### config.mk
export PLATFORM = sky130hd
export DESIGN_NAME = opendap_ap_mux
export DESIGN_NICKNAME = d
export VERILOG_FILES = /design/src/rtl/opendap_ap_mux.sv
export SDC_FILE = /design/constraint.sdc
export NUM_CORES = 1
export LEC_CHECK = 0
export CORE_MARGIN = 3
export CORE_UTILIZATION = 36
export DETAILED_ROUTE_END_ITERATION = 6
export PLACE_DENSITY = 0.82
export SYNTH_ARGS = -nofsm -noshare
export SYNTH_HDL_FRONTEND = slang
export SYNTH_SLANG_ARGS = --single-unit
### constraint.sdc
create_clock -name swclk -period 2.9 [get_ports swclk]
set_clock_uncertainty 0.05 [all_clocks]
set_input_delay 0.58 -clock swclk [delete_from_list [all_inputs] [get_ports swclk]]
set_output_delay 0.58 -clock swclk [all_outputs]
set_load 0.02 [all_outputs]
### src/rtl/opendap_ap_mux.sv
// DAP access-port multiplexer: steers upstream AP accesses to one of N_APS
// downstream channels, with absent-AP handling, timeout auto-abort and DAPABORT.
module opendap_ap_mux #(
    parameter int N_APS          = 4,
    parameter int TIMEOUT_CYCLES = 1024,
    parameter int TIMEOUT_W      = 16,
    parameter int ERR_ON_ABSENT  = 1
) (
    input  logic                  swclk,
    input  logic                  rst_n,
    input  logic [7:0]            ap_sel,
    input  logic [5:0]            ap_addr,
    input  logic [31:0]           ap_wdata,
    input  logic                  ap_wen,
    input  logic                  ap_ren,
    input  logic                  ap_abort,
    output logic [31:0]           ap_rdata,
    output logic                  ap_rdy,
    output logic                  ap_err,
    output logic [5:0]            dn_addr,
    output logic [31:0]           dn_wdata,
    output logic [N_APS-1:0]      dn_wen,
    output logic [N_APS-1:0]      dn_ren,
    output logic [N_APS-1:0]      dn_abort,
    input  logic [32*N_APS-1:0]   dn_rdata,
    input  logic [N_APS-1:0]      dn_rdy,
    input  logic [N_APS-1:0]      dn_err,
    output logic                  timeout_event
);

    localparam int SEL_W = (N_APS > 1) ? $clog2(N_APS) : 1;

    localparam logic [2:0] IDLE        = 3'd0;
    localparam logic [2:0] BUSY        = 3'd1;
    localparam logic [2:0] ABSENT_RESP = 3'd2;
    localparam logic [2:0] TO_ABORT    = 3'd3;
    localparam logic [2:0] TO_RESP     = 3'd4;

    localparam logic [TIMEOUT_W-1:0] TO_LAST =
        TIMEOUT_W'((TIMEOUT_CYCLES > 0) ? TIMEOUT_CYCLES - 1 : 0);
    localparam logic ABSENT_ERR = (ERR_ON_ABSENT != 0);

    logic [2:0]           state_q, state_d;
    logic [SEL_W-1:0]     cur_sel_q, cur_sel_d;
    logic                 zero_rdata_q, zero_rdata_d;
    logic [TIMEOUT_W-1:0] count_q, count_d;
    logic [31:0]          rdata_q, rdata_d;

    logic [31:0] ch_rdata [N_APS];
    logic        sel_valid;
    logic        sel_rdy;
    logic        sel_err;

    for (genvar i = 0; i < N_APS; i++) begin : g_ch
        assign ch_rdata[i] = dn_rdata[32*i +: 32];
    end

    assign dn_addr   = ap_addr;
    assign dn_wdata  = ap_wdata;
    assign sel_valid = ({24'd0, ap_sel} < 32'(N_APS));
    assign sel_rdy   = dn_rdy[cur_sel_q];
    assign sel_err   = dn_err[cur_sel_q];

    always_comb begin
        // NOTE: every output and next-state signal gets a default here so no path infers a latch.
        state_d       = state_q;
        cur_sel_d     = cur_sel_q;
        zero_rdata_d  = zero_rdata_q;
        count_d       = '0;
        rdata_d       = rdata_q;
        dn_wen        = '0;
        dn_ren        = '0;
        dn_abort      = '0;
        ap_rdy        = 1'b1;
        ap_err        = 1'b0;
        ap_rdata      = zero_rdata_q ? 32'd0 : rdata_q;
        timeout_event = 1'b0;

        case (state_q)
            IDLE: begin
                if ((ap_wen || ap_ren) && !ap_abort) begin
                    if (sel_valid) begin
                        dn_wen[ap_sel[SEL_W-1:0]] = ap_wen;
                        dn_ren[ap_sel[SEL_W-1:0]] = ap_ren;
                        cur_sel_d    = ap_sel[SEL_W-1:0];
                        zero_rdata_d = 1'b0;
                        state_d      = BUSY;
                    end else begin
                        zero_rdata_d = 1'b1;
                        state_d      = ABSENT_RESP;
                    end
                end
            end
            BUSY: begin
                // Response data passes through live while waiting, then is held.
                ap_rdy   = sel_rdy;
                ap_err   = sel_rdy && sel_err;
                ap_rdata = ch_rdata[cur_sel_q];
                if (sel_rdy) begin
                    rdata_d = ch_rdata[cur_sel_q];
                    state_d = IDLE;
                end else if (TIMEOUT_CYCLES != 0) begin
                    count_d = count_q + 1'b1;
                    if (count_q == TO_LAST) state_d = TO_ABORT;
                end
            end
            TO_ABORT: begin
                dn_abort[cur_sel_q] = 1'b1;
                ap_rdy       = 1'b0;
                zero_rdata_d = 1'b1;
                state_d      = TO_RESP;
            end
            TO_RESP: begin
                ap_err        = 1'b1;
                timeout_event = 1'b1;
                state_d       = IDLE;
            end
            ABSENT_RESP: begin
                ap_err  = ABSENT_ERR;
                state_d = IDLE;
            end
            default: state_d = IDLE;
        endcase

        // DAPABORT overrides everything, including a coincident new access.
        if (ap_abort) begin
            dn_abort = '1;
            state_d  = IDLE;
            count_d  = '0;
        end
    end

    // NOTE: sequential state uses non-blocking assignments only; blocking ones would race other flops.
    always_ff @(posedge swclk or negedge rst_n) begin
        if (!rst_n) begin
            state_q      <= IDLE;
            cur_sel_q    <= '0;
            zero_rdata_q <= 1'b1;
            count_q      <= '0;
            rdata_q      <= '0;
        end else begin
            state_q      <= state_d;
            cur_sel_q    <= cur_sel_d;
            zero_rdata_q <= zero_rdata_d;
            count_q      <= count_d;
            rdata_q      <= rdata_d;
        end
    end

endmodule
* Yosys cells after proc, flatten, opt, wreduce, memory -nomap -nowiden *
Cells that the tools add are included.
Widths: inputs -> output; s select.

storage, ports and cells
  register bits after elaboration = 54
  bits of input ports = 187
  output and inout bits = 85
  word-level logic and storage cells = 72

cells by class
  add/subtract/negate cells = 1
  order comparisons = 6
  eq/ne operators = 8
  muxes and demuxes = 36
  bitwise gates (word level) = 3
  reduce and logical (&&, ||, !) cells = 13

operators with widths
  cell                   count
  $mux 32                4
  $bmux 32 s2            1
  $mux 16                3
  $mux 4                 8
  $add 16x1->16 const B  1
  $eq 16x10->1 const B   1
  $mux 3                 4
  $pmux 3 s3             1
  $and 4x4->4            2
  $lt 8x3->1 const B     1
  $mux 1                 7
  $eq 3x2->1 const B     2
  $lt 2x3->1 const B     2
  $pmux 1 s2             3
  $reduce_and 2->1       3
  $bmux 1 s2             2
  $demux 1 s2            2
  $ge 2x1->1 const B     2
  $logic_and 1x1->1      4
  $ne 4x4->1 const B     1
  $eq 3x1->1 const B     1
  $eq 3x3->1 const B     1
  $ge 3x3->1 const B     1
  $logic_not 3->1        1
  other kinds (9)        9

* Depth between registers and ports, before layout *
Gate-level depths: netlist of run 1.

  word-level depth = 8
  depth in mapped cells = 5
  mapped depth without buffers = 5

* Least setup slack after synthesis of run 1 *
Ideal clock, no wire load.

  path type = input to output
  start = in ap_sel[6]
  end = out dn_ren[0]
  arrival = 2052 ps
  slack = 218 ps
  cell stages on the path = 4
  buffers on the path = 0
  path through = or4_1 -> nor4_4 -> nand2_1 -> nor3_1

on the way
  longest elaborated chain between the ends = 4

ends and longest elaborated chain
  what         line  source
  from (decl)  11    input logic [7:0] ap_sel,
  $lt 8x3->1   60    assign sel_valid = ({24'd0, ap_sel} < 32'(N_APS));
  $mux 4       82    if (sel_valid) begin
  $mux 4       81    if ((ap_wen || ap_ren) && !ap_abort) begin
  $mux 4       79    case (state_q)
  to (decl)    23    output logic [N_APS-1:0] dn_ren,

Every way passes these cells.

* Worst setup path in the final report of run 1 *
  start = reg cur_sel_q[0]
  end = out ap_rdata[4]

on the way
  longest elaborated chain between the ends = 5

ends and longest elaborated chain
  what                                        line  source
  from (decl)                                 44    logic [SEL_W-1:0] cur_sel_q, cur_sel_d;
  from (signal assigned)                      143   cur_sel_q <= cur_sel_d;
  $not 2->3 (implied by the code)             98    ap_rdata = ch_rdata[cur_sel_q];
  $bmux 32 s2                                 98
  $mux 32 (implied by the code) (2 in a row)  98
  $mux 32                                     79
  to (decl)                                   17    output logic [31:0] ap_rdata,

Every way passes these cells. The select of a mux whose other input is x is not followed.

==> results.md, run 1 <==
* Status: complete, no violations
* Period utilisation layout at 97.8%
* Crit Path Class: flop to output port
* Critical Path Start Type: flop
* CP Capture Type: output port
* Vias at 3640
* Pins over their slew limit at 0
* Asr flop ratio synth at 100%
* Remaining DRCs at 0
* PwrDens at 320 nW/µm²
* Headroom to the max-slew limit at 53.6%
* Cts bufs inserted at 5
* Clock latency on the worst-skew pair at 0.31 ns
* CP max FO at 13
* Post-synth net total at 574
* Sw frac at 23.2%
* Sequential area share after synthesis at 33.9%
* Initial antenna violation count at 0
* CTS max path bufs at 2
* GRT Total Usage at 19.9%
* RR Endpoint: rdata_q[5]$_DFFE_PN0P_
* Leakage power at 0.00273 µW
* Number of flops mapped to enable cells by yosys at 0
* DIE AREA at 12400 µm²
* Synth Register Bits at 54
* RD Place Congestion at 0.855
* I/O Pins at 272
* Shortest period the worst path allows at 2.84 ns
* Crit-path cells: buf_12 -> mux4_2 -> nand2_1 -> o21ai_0 -> clkdlybuf4s50_1
* Worst reg2reg startpoint: cur_sel_q[0]$_DFFE_PN0P_
* Clk root buf: clkbuf_8
* Routed Wire Length at 12900 µm
* Syn Std Cell Area at 3990 µm²
* Vias in the first global route at 3903
* F_max at 352 MHz
* Filler cells at 896
* Utilization after layout at 58.0%
* Max VDD drop at 0.305 mV
* Worst-Margin Slew at 0.696 ns
* Clock network power share at 31.7%
* N_diodes at 0
* Avg Inst Size Synth at 10.3 µm²
* Final Hold Vio Count at 0
* Switching power at 455 µW
* Post-CTS Hold Buffers at 0
* Worst slack at placement at -0.508 ns
* Cell row count at 37
* Starting DRT DRC Count at 263
* CP max stage delay at 0.55 ns
* WP data required at 2.27 ns
* Worst reg-to-reg setup slack at 0.60 ns
* Gate power share at 27.1%
* RSZ-0062 raised after global routing: no
* Final HPWL DP at 9950 µm
* Nets at 737
* Global route overflow at 0
* Synthesized instance count at 386
* MaxCap Viol Count at 0
* Most frequent cells in the layout: 151 x clkdlybuf4s50_1, 50 x dfrtp_1, 37 x o21ai_0, 37 x nand2_1
* Endpoints failing setup at 0
* Worst Hold Class: input port to async pin
* Top_reg_cell synth: dfrtp_1
* Slowest cell on the critical path: clkdlybuf4s50_1
* Setup TNS at 0 ns
* Int Power at 1510 µW
* Worst Reg-to-Reg Cells at 5
* Post-detailed-route count of antenna-violating nets at 0
* Die W at 111 µm
* H-Tree Depth at 2
* Hold slack at 0.340 ns
* Largest net degree at the start of global routing at 68
* Vias/cell at 5.31
* Die Span Y at 111 µm
* Commonest non-fill, non-tap cell in the layout: clkdlybuf4s50_1
* # clock sinks at 54
* Clk slew on worst S/H paths at 0.10 ns
* First-pass GRT wire length at 20200 µm
* CP Data Arrival Time at 2.21 ns
* Layout area overhead at 53.5%
* Layout cell share with drive strength beyond 1 at 22.4%
* PortBufs at 195
* Reg power frac at 41.2%
* DR WL/cell at 18.7 µm
* Synth Warn # at 0
* CTS tree: yes
* Slack of the critical path at 0.0628 ns
* Initial Util at 37.8%
* Core outline area at 10600 µm²
* Netlist cell types at 37
* 1st-pass router iterations at 5
[state kept, by name, summed over array words and instances, names as in the netlist]
name          cells
count_q          16
cur_sel_q         2
rdata_q          32
zero_rdata_q      1
state_q           3
[worst max path at each step]
| stage | slack [ns] | end | startpoint |
|---|---|---|---|
| 2_1_floorplan | 0.22 | dn_ren[0] | ap_sel[6] |
| 3_3_place_gp | -0.46 | dn_wen[0] | ap_sel[6] |
| 6_report | 0.06 | ap_rdata[4] | cur_sel_q[0]$_DFFE_PN0P_ |
| 4_1_cts | -0.05 | dn_wen[1] | ap_sel[7] |
| 5_1_grt | 0.002 | ap_rdata[4] | cur_sel_q[0]$_DFFE_PN0P_ |
| 3_5_place_dp | -0.51 | dn_wen[1] | ap_sel[6] |
[critical path: cells and delay by family (launching register included)]
family | cells | cell delay (ns)
and+or+nand+nor | 1 | 0.08
AOI/OAI and AO/OA | 1 | 0.07
DFF | 1 | 0.48
buffers and inverters | 2 | 0.74
muxes | 1 | 0.52
[area by class of cell]
class                           count  area (µm²)  area share, %
Multi-Input combinational cell    264        2250           36.8
Timing Repair Buffer              218        2180           35.6
Sequential cell                    54        1360           22.1
Tap cell                          136         170           2.78
Clock buffer                        6        82.6           1.35
Clock inverter                      2        60.1          0.981
Inverter                            6        22.5          0.368
[cell families (layout without fill, tap and decap cells)]
logic type,count (synthesis),in the layout,synth area share [%]
AOI/OAI and AO/OA,47,47,6.46
xor gates and xnor gates,14,14,3.07
adders and majority gates,1,1,0.314
buffers and inverters,68,232,10.4
DFF,54,54,33.9
muxes,67,67,28.5
and+or+nand+nor,135,135,17.3
[stage by stage]
stage | instances | power [µW] | cell area [µm²]
finish | 686 | 1960 | 6120
global route | 686 | 2050 | 6120
detailed placement | 672 | 1340 | 5890
CTS | 684 | 1980 | 6020
floorplan | 386 | 1110 | 3990
global placement | 672 | 1330 | 5890
[cells in the mapped netlist, types with 2 or more instances]
cell,n,area share (%)
nand2b_1,34,5.3
nor2_1,23,2.2
xor2_1,4,0.88
mux2_2,33,9.3
dfrtp_1,53,33
nand2_1,38,3.6
a21oi_1,2,0.25
nor3_1,9,1.1
nand4_1,3,0.47
mux4_2,34,19
buf_4,38,7.1
o21ai_0,37,4.6
o31ai_1,4,0.75
clkbuf_1,10,0.94
inv_1,6,0.56
nand3_1,12,1.5
xnor2_1,10,2.2
nor4_1,5,0.78
nor3b_1,2,0.38
buf_1,4,0.38
buf_2,9,1.1
[what timing repair did]
item | CTS | global route
pin swaps | 4 | 8
gates resized for setup | 56 | 31
setup endpoints to repair | 40 | 28
setup buffers | 4 | 2
[routing by layer]
layer	vias up	global-route usage, %	routed length, µm
met5	-	0.417	0
met4	0	4.30	196
met2	165	37.3	7110
met1	1791	22.6	4650
met3	22	4.97	909
li1	1662	-	-
[power groups by stage]
stage                     registers (µW)  logic [µW]  clock network, µW
after floorplan                      810         305                  0
after global placement               822         505                  0
after detailed placement             825         520                  0
after CTS                            808         529                644
after global routing                 813         569                672
final                                808         532                622
Note: power is estimated with default switching activity, not from simulation.
==> inputs of run 2 (changes only) <==
CORE_UTILIZATION = 37   (was 36)
CTS_BUF_LIST = sky130_fd_sc_hd__clkbuf_8   (was default)
PLACE_DENSITY = 0.83   (was 0.82)
==> run 2 against run 1 <==
Setup slack improved by 0.033 ns. Largest cell class unchanged. Maximum frequency grew 1.2%. Register-to-register slack improved by 0.07 ns. Die area fell by 2.6%. Count of clock-buffer cells in the layout did not move. Critical path depth unchanged. Final area shrank 0.96%. Wire length decreased by 3.3%. Global-route usage decreased by 0.71 points. Total power is 9.5% lower.
==> results.md, run 2 (synthesis results as in run 1) <==
* Post-detailed-route count of antenna-violating nets at 0 (unchanged)
* Global route overflow at 0 (unchanged)
* Top reg by flops: rdata_q (unchanged)
* 1st-pass router iterations at 5 (unchanged)
* Pwr Total at 1780 µW (was 1960 µW)
* Worst reg-to-reg setup slack at 0.67 ns (was 0.60 ns)
* Largest net degree at the start of global routing at 55 (was 68)
* Cts bufs inserted at 5 (unchanged)
* Shortest period the worst path allows at 2.80 ns (was 2.84 ns)
* Most frequent cells in the layout: 150 x clkdlybuf4s50_1, 50 x dfrtp_1, 37 x o21ai_0, 37 x nand2_1 (was 151 x clkdlybuf4s50_1, 50 x dfrtp_1, 37 x o21ai_0, 37 x nand2_1)
* N_diodes at 0 (unchanged)
* Hold slack at 0.349 ns (was 0.340 ns)
* Critical Path Start Type: input port (was flop)
* Die W at 110 µm (was 111 µm)
* Vias/cell at 5.15 (was 5.31)
* CP Capture Type: output port (unchanged)
* Remaining DRCs at 0 (unchanged)
* Reg area at 1360 µm² (about the same)
* I/O Pins at 272 (unchanged)
* Nets at 743 (was 737)
* Final HPWL DP at 9850 µm (was 9950 µm)
* Cell row count at 37 (unchanged)
* Routed Wire Length at 12400 µm (was 12900 µm)
* Core outline area at 10400 µm² (was 10600 µm²)
* Worst Reg-to-Reg Cells at 5 (unchanged)
* Final instance area at 6070 µm² (was 6120 µm²)
* Vias at 3565 (was 3640)
* RD Place Congestion at 0.838 (was 0.855)
* CTS tree: yes (unchanged)
* Layout cell share with drive strength beyond 1 at 22.8% (was 22.4%)
* CTS max path bufs at 2 (unchanged)
* Final Hold Vio Count at 0 (unchanged)
* PwrDens at 293 nW/µm² (was 320 nW/µm²)
* DIE AREA at 12100 µm² (was 12400 µm²)
* Clk slew on worst S/H paths at 0.09 ns (was 0.10 ns)
* Utilization after layout at 58.2% (was 58.0%)
* # clock sinks at 54 (unchanged)
* RR Endpoint: rdata_q[5]$_DFFE_PN0P_ (unchanged)
* Initial antenna violation count at 0 (unchanged)
* F_max at 357 MHz (was 352 MHz)
* CP Data Arrival Time at 2.17 ns (was 2.21 ns)
* CP max FO at 2 (was 13)
* PortBufs at 195 (unchanged)
* Regs by FF count: rdata_q: 32 flops, count_q: 16 flops, state_q: 3 flops (unchanged)
* Clock latency on the worst-skew pair at 0.30 ns (was 0.31 ns)
* Area occupied by multi-input gates at 2260 µm² (was 2250 µm²)
* WP data required at 2.27 ns (about the same)
* Filler cells at 888 (was 896)
* Starting DRT DRC Count at 163 (was 263)
* Commonest non-fill, non-tap cell in the layout: clkdlybuf4s50_1 (unchanged)
* Leakage power at 0.00257 µW (was 0.00273 µW)
* Vias in the first global route at 3557 (was 3903)
* Die Span Y at 110 µm (was 111 µm)
* Period utilisation layout at 96.7% (was 97.8%)
* Initial Util at 38.3% (was 37.8%)
* Clk root buf: clkbuf_8 (unchanged)
* DR WL/cell at 18.0 µm (was 18.7 µm)
* Endpoints failing setup at 0 (unchanged)
* H-Tree Depth at 2 (unchanged)
* Headroom to the max-slew limit at 53.5% (was 53.6%)
* Worst-Margin Slew at 0.698 ns (was 0.696 ns)
* Max VDD drop at 0.227 mV (was 0.305 mV)
* GRT Total Usage at 19.2% (was 19.9%)
* First-pass GRT wire length at 18200 µm (was 20200 µm)
* Worst Hold Class: input port to async pin (unchanged)
* Post-DP Area at 5890 µm² (about the same)
* Crit Path Class: input port to output port (was flop to output port)
* Layout area overhead at 52.0% (was 53.5%)
* Status: complete, no violations (unchanged)
* Pins over their slew limit at 0 (unchanged)
* Worst reg2reg startpoint: cur_sel_q[0]$_DFFE_PN0P_ (unchanged)
* MaxCap Viol Count at 0 (unchanged)
* Largest register FFs at 32 (unchanged)
==> run 2: how the worst max path moves through the flow <==
stage	startpoint	to	slack (ns)
after floorplan	ap_sel[6]	dn_ren[0]	0.22
after global placement	ap_sel[6]	dn_ren[1]	-0.46
after detailed placement	ap_sel[6]	dn_wen[0]	-0.56
after CTS	cur_sel_q[0]$_DFFE_PN0P_	ap_rdata[10]	-0.05
after global routing	state_q[1]$_DFFE_PN0P_	dn_abort[0]	-0.01
final	dn_rdata[94]	ap_rdata[30]	0.1
==> run 2: area by class of cell <==
| type | instances | share of cell area (%) |
|---|---|---|
| flip-flops and latches | 54 | 22.4 |
| inverters | 6 | 0.371 |
| clock inverters | 2 | 0.144 |
| multi-input cells | 264 | 37.3 |
| repair buffers | 224 | 35.6 |
| clock buffers | 6 | 1.36 |
| well taps | 136 | 2.81 |
==> run 2: power breakdown <==
| part | internal [µW] | total (µW) | switching [µW] |
|---|---|---|---|
| registers | 784 | 812 | 27.8 |
| clock network | 190 | 431 | 241 |
| logic | 359 | 533 | 173 |
==> run 2: through the flow <==
step	instances	TNS [ns]	setup slack, ns
floorplan	386	0	0.218
global placement	673	-3.48	-0.461
detailed placement	673	-4.12	-0.558
CTS	685	-0.0512	-0.0512
global route	692	-0.0324	-0.0146
finish	692	0	0.0954
==> run 2: metal layers <==
metal,part of all wire (%),vias up,GRT usage (%)
li1,-,1674,-
met1,36,1735,22.4
met2,55,136,35.8
met3,7.0,20,4.11
met4,1.4,0,4.01
met5,0,-,0
==> run 2: worst max-delay path, stage by stage <==
cell and delay [ns]:
clkdlybuf4s50_1 0.42, mux4_2 0.48, nand2_1 0.08, o21ai_0 0.07, clkdlybuf4s50_1 0.55
==> run 2: timing repair <==
item	CTS	global route
pin swaps	8	1
setup buffers	4	7
hold buffers	0	0
setup endpoints to repair	41	16
gates resized for setup	79	9
gates cloned	0	0
